===== src/rtl/checksum_pkg.sv =====
// rtl/checksum_pkg.sv - shared FSM states and checksum add rule
// Purpose: FSM state encoding for checksum_checker and the csum_add
//   function, which is also shared with checksum_core.
// Ports: none (package).
package checksum_pkg;

  typedef enum logic [1:0] {
    ST_IDLE   = 2'd0,
    ST_ACCUM  = 2'd1,
    ST_RESULT = 2'd2
  } state_t;

  // Widest word the shared add rule supports; callers zero-extend into it.
  localparam int CSUM_MAX_W = 64;

  // Adds two w-bit values held in the low bits of acc and d.
  // twos=0: ones'-complement add with end-around carry.
  // twos=1: plain modulo-2^w add.
  function automatic logic [CSUM_MAX_W-1:0] csum_add(
    input logic [CSUM_MAX_W-1:0] acc,
    input logic [CSUM_MAX_W-1:0] d,
    input int unsigned           w,
    input logic                  twos
  );
    logic [CSUM_MAX_W:0] s;
    logic [CSUM_MAX_W:0] mask;
    logic [CSUM_MAX_W:0] r;
    mask = ({{CSUM_MAX_W{1'b0}}, 1'b1} << w) - {{CSUM_MAX_W{1'b0}}, 1'b1};
    s    = {1'b0, acc} + {1'b0, d};
    r    = s & mask;
    // Folding the carry back in cannot overflow again: r <= 2^w-2 when carry=1.
    if (!twos) begin
      r = (r + {{CSUM_MAX_W{1'b0}}, s[w]}) & mask;
    end
    return r[CSUM_MAX_W-1:0];
  endfunction

endpackage


===== src/rtl/csum_adder.sv =====
// rtl/csum_adder.sv - combinational W-bit checksum adder
// Purpose: one add step of the checksum, ones'- or two's-complement.
// Ports:
//   a_i   in  W  accumulator operand
//   b_i   in  W  data operand
//   sum_o out W  a_i + b_i under the selected rule
module csum_adder
  import checksum_pkg::*;
#(
  parameter int p_WORD_LEN   = 8,
  parameter int p_TWOS_COMPL = 0
) (
  input  logic [p_WORD_LEN-1:0] a_i,
  input  logic [p_WORD_LEN-1:0] b_i,
  output logic [p_WORD_LEN-1:0] sum_o
);

  assign sum_o = p_WORD_LEN'(csum_add(CSUM_MAX_W'(a_i), CSUM_MAX_W'(b_i),
                                      p_WORD_LEN, (p_TWOS_COMPL != 0)));

endmodule


===== config.mk =====
export PLATFORM = sky130hd
export DESIGN_NAME = csum_adder
export DESIGN_NICKNAME = d
export VERILOG_FILES = /design/src/rtl/checksum_pkg.sv /design/src/rtl/csum_adder.sv
export SDC_FILE = /design/constraint.sdc
export NUM_CORES = 1
export LEC_CHECK = 0
export CORE_AREA = 8 8 45 47
export DETAILED_ROUTE_END_ITERATION = 6
export DIE_AREA = 0 0 53 55
export DONT_BUFFER_PORTS = 1
export PLACE_DENSITY = 0.6
export REMOVE_ABC_BUFFERS = 1
export SYNTH_ARGS = -nofsm -noshare
export SYNTH_HDL_FRONTEND = slang
export SYNTH_SLANG_ARGS = --single-unit

===== constraint.sdc =====
create_clock -name vclk -period 2.7
set_clock_uncertainty 0.2 [all_clocks]
set_input_delay 0.27 -clock vclk [all_inputs]
set_output_delay 0.27 -clock vclk [all_outputs]
set_load 0.02 [all_outputs]

=== Word-level counts from Yosys, hierarchy flattened ===
Index checks and enable logic that the tools add are counted.

* Register bits: 0
* Input bits: 16

* Add/sub/neg operators: 2

{| class="wikitable"
|+ Operators with widths
! kind !! number
|-
| 8-bit by 8-bit adder with 9-bit output || 1
|-
| 8-bit by 1-bit adder with 8-bit output || 1
|}

=== Logic depth before layout (Yosys ltp) ===
* Word-level depth: 2
* Gate-level depth with buffers: 13

=== Worst setup path before layout ===
No wires, ideal clock.

* Path type: input port to output port
* Start: input a_i[0]
* End: output sum_o[6]
* Data arrival time: 2551 ps
* Required time: 2230 ps
* Setup slack: -321 ps
* Stages on the path: 13
* Buffers on the path: 0
* Cell sequence: ha_1 > fa_1 > nand3_1 > a21oi_2 > o221ai_2 > nand2b_1 > a21o_1 > ha_1 > ha_1 > nand2_1 > nor3_1 > nand3_1 > xor2_1

* Word-level cells in the longest chain between the ends: 2

{| class="wikitable"
|+ Ends and longest elaborated chain
! item !! RTL line !! RTL
|-
| start: declaration || csum_adder.sv:13 || <nowiki>input logic [p_WORD_LEN-1:0] a_i,</nowiki>
|-
| 8-bit by 8-bit adder with 9-bit output || checksum_pkg.sv:29 || <nowiki>s = {1'b0, acc} + {1'b0, d};</nowiki>
|-
| 8-bit by 1-bit adder with 8-bit output || checksum_pkg.sv:33 || <nowiki>r = (r + {{CSUM_MAX_W{1'b0}}, s[w]}) & mask;</nowiki>
|-
| end: declaration || csum_adder.sv:15 || <nowiki>output logic [p_WORD_LEN-1:0] sum_o</nowiki>
|}

No other way between the ends.

=== Worst setup path in the final report ===
* Start: input b_i[0]
* End: output sum_o[6]

* Word-level cells in the longest chain between the ends: 2

{| class="wikitable"
|+ Ends and longest elaborated chain
! item !! RTL line !! RTL
|-
| start: declaration || csum_adder.sv:14 || <nowiki>input logic [p_WORD_LEN-1:0] b_i,</nowiki>
|-
| 8-bit by 8-bit adder with 9-bit output || checksum_pkg.sv:29 ||
|-
| 8-bit by 1-bit adder with 8-bit output || checksum_pkg.sv:33 ||
|}

No other way between the ends.

==> run summary <==
The number of design-rule violations left by the first detailed-router iteration is 9, and the number of buffer cells added on primary ports is 0. The run gives 1380 um^2 as the core region area. For the placed cell count, the log shows 92.

Yosys attributes the largest share of cell area to ha_1 (24%), xor2_1 (8.4%), o311ai_4 (5.0%), nor4_4 (4.1%), a211oi_4 (3.8%). Global routing used 10.4% of the available tracks. The post-layout minimum cycle time is 2.73 ns, and the clock buffer instance count of the final layout is 0.

The average routed wire per standard cell is 14.5 um, and the area share of and/or/nand/nor cells after synthesis is 26.3%. The setup path with the least slack is of type primary input to output port. In the final layout, flip-flops and latches occupy 0 um^2. There are 0 flip-flops and latches. Prior to clock tree synthesis, the placed netlist has a worst setup slack of -0.290 ns. In the final layout, the share of cells above drive strength 1 is 61.9%. The number of filler cells placed in the layout came out at 117.

The compound-cell area share of the yosys netlist is 32.1%, and the final setup slack of the worst path is -0.0275 ns. The routability-driven placement congestion ratio is 0.711, and the total inserted antenna cells is 0. Entering global routing, the biggest net connects 6 pins. Measured along the y axis, the die boundary spans 55 um.

Setup repair after global routing could not meet its margin everywhere. The flow ran to the end, but the final reports show violations. The largest fanout on the critical path came out at 3. For the hold buffer count at CTS, the log shows 0. Measured on the finished design, the core utilization comes to 61.4%. The max-capacitance violation count is 0, and the mux contribution to synthesized area is 0%. Of the total synthesized cell area, the portion taken by XOR and XNOR cells is 13.2%. Counting every instance in the synthesized netlist gives 57. The share of the synthesized area in the top cell type is 23.9%.

The checks that failed: setup timing. Setup total negative slack on the finished layout was measured at -0.0275 ns. The worst min-delay path class is primary input to output port.

Once detail routing completed, the nets flagged for antenna violations numbered 0. The average cell area after synthesis was 9.18 um^2. For the netlist area before placement, the log shows 523 um^2. For this design the top-level I/O count stands at 24. The pre-antenna-repair detailed-routing pass consisted of 4 iterations. Synthesis instantiated 34 different standard cells from the library.

At the worst endpoint, the required time is 2.23 ns. The synthesized netlist devotes 27.8% of its cell area to adder and majority cells. The detail-routed via count per cell works out to 5.53. The number of global-route vias before repair is 604, and the slew at the pin closest to its max-slew limit is 0.425 ns. For this run, the top clock speed supported by timing is 0.367 GHz.

Wires add up to 1.45 mm. Summing the sequential cell areas from Yosys gives 0% of the chip area. STA classifies the critical path endpoint as an output port. For this run, design rule violations remaining after detail routing come to 0. ha_1 is the most common cell in the netlist.

The logs give 113 for the final net count and 2920 um^2 for the die outline area. The relative slew slack is 71.5%. Dominant combinational cell family by area after synthesis: compound AO/OA/AOI/OAI gates. Global routing finished with a remaining overflow of 0.

The Yosys step of the flow raised 0 warnings. The tools report the number of endpoints failing setup at the final stage as 1. The signal arrival time at the worst endpoint was 2.26 ns; the post-DP HPWL was 1.19 mm.

The logs give 37.8% for the starting density of the core and 0 for the initial antenna violation count. Relative to the synthesized area, the layout overhead comes to 62.4%. The max-slew violation count was 0. Of the available clock period, the critical path in the final layout requires 101%.

The wire length of the first global-routing pass was 2.43 mm. For this design the ratio of total power to cell area is 329 nW/um^2. The count of standard-cell rows came out at 14.

The tools report the startpoint kind of the worst setup timing path as a primary input. The total number of vias was 553; the worst voltage drop across the vdd grid was 0.166 mV. For this design the static power due to leakage is 0.361 nW.

The commonest cells after synthesis are ha_1 (10), nor2_1 (5), xor2_1 (5). The run gives 100 as the non-filler instance count after layout. The run gives 0 as the number of hold violations in the final report. The cell type with the largest total area after synthesis is ha_1. Measured along the x axis, the die boundary spans 53 um.
cell usage in the layout, fill, tap and decap left out, drive strengths merged, types with 2 or more instances in the layout:
cell type | synthesis | final
a211oi | 2 | 2
a21oi | 3 | 3
and3 | 2 | 2
buf | 0 | 27
ha | 10 | 10
nand2 | 2 | 2
nand3 | 2 | 2
nor2 | 5 | 5
nor3 | 3 | 3
o21a | 2 | 2
o21ai | 2 | 2
xor2 | 6 | 6
cell type report:
| cell class | count | area (um^2) | area share (%) |
|---|---|---|---|
| multi-input combinational | 56 | 623 | 73.3 |
| timing repair buffer | 27 | 203 | 23.9 |
| tap | 16 | 20.0 | 2.36 |
| inverter | 1 | 3.75 | 0.442 |
critical path: stages:
cell and delay [ns]:
ha_4 0.14, fa_2 0.34, nand3_2 0.10, a21oi_4 0.07, o221ai_2 0.20, nand2b_1 0.08
a21o_1 0.22, ha_4 0.19, ha_4 0.16, nand2_4 0.06, nor3_4 0.04, nand3_1 0.08
xor2_1 0.14, buf_4 0.16
routing by layer:
metal  track usage (%)  part of all wire, %  up-vias
met2              23.0                   56       15
met5                 0                    0        -
met1              9.26                   36      261
li1                  -                    -      275
met4              1.29                 0.96        0
met3              2.14                  7.0        2
where the power goes:
part | internal (mW) | switching [mW]
clock network | 0 | 0
logic | 0.137 | 0.142
registers | 0 | 0
total | 0.137 | 0.142
metrics by stage:
stage	hold slack [ns]	instance area, um^2	power (mW)
floorplan	0.650	523	0.158
global placement	0.664	686	0.226
detailed placement	0.668	686	0.230
CTS	0.613	808	0.265
global route	0.616	850	0.302
finish	0.604	850	0.279
cells by family (layout without fill, tap and decap cells):
| kind of cell | after synthesis | count (layout) |
|---|---|---|
| compound gates | 16 | 16 |
| xor+xnor | 7 | 7 |
| fa+ha+maj | 11 | 11 |
| buf+inv | 1 | 28 |
| simple gates | 22 | 22 |
what timing repair did:
action,in CTS,in global routing
resized for setup,11,6
endpoints found under the setup margin,6,5
pin swaps,9,12
buffers inserted,7,2
path summary, 6_finish.rpt:
check                   from  endpoint  slack [ns]  depth (start not counted)
worst max-delay path  b_i[0]  sum_o[6]       -0.03                         14
worst min-delay path  a_i[0]  sum_o[0]        0.60                          2
No activity file was read; power rests on OpenSTA's default activity.
==> edit, RTL diff (same settings) <==
`p_WORD_LEN`: 8 -> 4.
--- a/src/rtl/csum_adder.sv
+++ b/src/rtl/csum_adder.sv
@@ -7,7 +7,7 @@
 module csum_adder
   import checksum_pkg::*;
 #(
-  parameter int p_WORD_LEN   = 8,
+  parameter int p_WORD_LEN   = 4,
   parameter int p_TWOS_COMPL = 0
 ) (
   input  logic [p_WORD_LEN-1:0] a_i,
Ports: changed (resized a_i, b_i and sum_o); port bits go from 24 to 12. The function was not compared with the original's and may differ.
==> edit against the original RTL <==
  * Wire length is 61% lower
  * Power is 67% lower
  * Via count is 62% lower
  * Final cell count is 54% lower
  * Utilization is 41 points lower
  * Setup slack better by 190 ps
  * Synthesized area is 56% lower
  * Critical path depth is 3 lower
  * Largest cell class unchanged
  * First-iteration DRC count is 67% lower
  * Cell area is 67% lower
  * Fmax is 7.6% higher
  * Combinational power is 67% lower
==> edit: results (changes against the original RTL) <==
- Met1 demand-to-capacity share in global routing: 4.841% (was 9.256%)
- Main area contributors after synthesis: sky130_fd_sc_hd__ha_1, sky130_fd_sc_hd__fa_1, sky130_fd_sc_hd__o32ai_2, sky130_fd_sc_hd__inv_1, sky130_fd_sc_hd__nor2b_1 (was sky130_fd_sc_hd__ha_1, sky130_fd_sc_hd__xor2_1, sky130_fd_sc_hd__o311ai_4, sky130_fd_sc_hd__nor4_4, sky130_fd_sc_hd__a211oi_4)
- P_leak: 0.1333 nW (was 0.3614 nW)
- The met3 usage was 1.070% (was 2.139%).
- Number of vias in the routed layout: 208 (was 553)
- The detail-routed net length per standard cell was 12.46 µm (was 14.51 µm).
- Run status: complete, no violations (was complete, but fails checks)
- Count of fill cells added during filler insertion: 162 (was 117)
- Detail Placement HPWL: 495.1 µm (was 1186 µm)
- The aggregate global-route resource usage is 4.037% (was 10.38%).
- The ratio of cells with drive above 1 in the final layout is 20.00% (was 61.90%).
- Via count of the first global-routing pass: 217 (was 604)
- The maximum single-stage delay on the critical path was 360 ps (was 340 ps).
* Cell Area, Placed: 272.8 µm² (was 685.7 µm²)
- Last weighted congestion value of the routability-driven placer: 0.7799 (was 0.7111)
- Wire length of the first global-routing pass: 966 µm (was 2428 µm)
- Via density per instance: 4.522 (was 5.530)
- The synthesized area per cell is 8.527 µm² (was 9.175 µm²).
- The number of instances in the placed design is 46 (was 92).
- Number of nets in the layout: 47 (was 113)
- Most common library cells after synthesis: sky130_fd_sc_hd__ha_1, sky130_fd_sc_hd__inv_1, sky130_fd_sc_hd__nor2b_1 (was sky130_fd_sc_hd__ha_1, sky130_fd_sc_hd__nor2_1, sky130_fd_sc_hd__xor2_1)
- The number of unique standard cell types used by synthesis came to 18 (was 34).
- The violation count after the first detailed-route iteration was 3 (was 9).
- The endpoint arrival time on the critical path came to 2070 ps (was 2260 ps).
- Global routing met2 resource utilization: 7.422% (was 23.05%)
* Worst relative slew slack: 71.65% (was 71.48%)
* Maximum number of pins on one net before global-route repair: 7 (was 6)
- Number of buffers inserted by post-CTS setup repair: 0 (was 7)
* Worst Setup Slack post-DPL: 88.52 ps (was -289.7 ps)
edit: cell types whose count changed after synthesis, sizes merged, moves of 3 or more:
cell,delta
ha,-4
inv,+3
nor2,-4
nor3,-3
xor2,-5
edit: cell type report:
type	instances	area share [%]
multi-input cells	23	79.28
repair buffers	3	8.108
well taps	16	7.207
inverters	4	5.405
edit: stage by stage:
stage	total power (W)	hold slack, ps
global placement	0.00008883	676.5
floorplan	0.00006734	649.9
CTS	0.00009008	681.0
global route	0.0001024	692.7
finish	0.00009155	672.4
detailed placement	0.00008999	681.0
edit: report_power, final:
| group | leakage (nW) | internal, W | switching (W) |
|---|---|---|---|
| clock network | 0 | 0 | 0 |
| logic | 0.133 | 0.0000401 | 0.0000515 |
| registers | 0 | 0 | 0 |
| total | 0.133 | 0.0000401 | 0.0000515 |
edit: per-layer routing:
metal | wire [µm] | vias up
li1 | - | 105
met1 | 231 | 96
met2 | 276 | 7
met3 | 65 | 0
met4 | 0 | 0
met5 | 0 | -
edit: repair_timing:
item                                    4_1_cts  5_1_grt
hold buffers                                  0        0
endpoints found under the setup margin        0        1
resized for setup                             0        3
hold endpoints to repair                      0        0
edit: cell families after synthesis:
kind of cell	Yosys count	share of synthesized area, %
AO/OA/AOI/OAI	8	29.35
XOR/XNOR	2	7.610
adder cells (fa/ha/maj)	7	41.30
buffers and inverters	4	6.520
AND/OR/NAND/NOR	6	15.22
edit: final timing paths:
path	startpoint	end	slack, ps	cells after the start
min	b_i[0]	sum_o[0]	670	2
max	a_i[0]	sum_o[3]	160	11
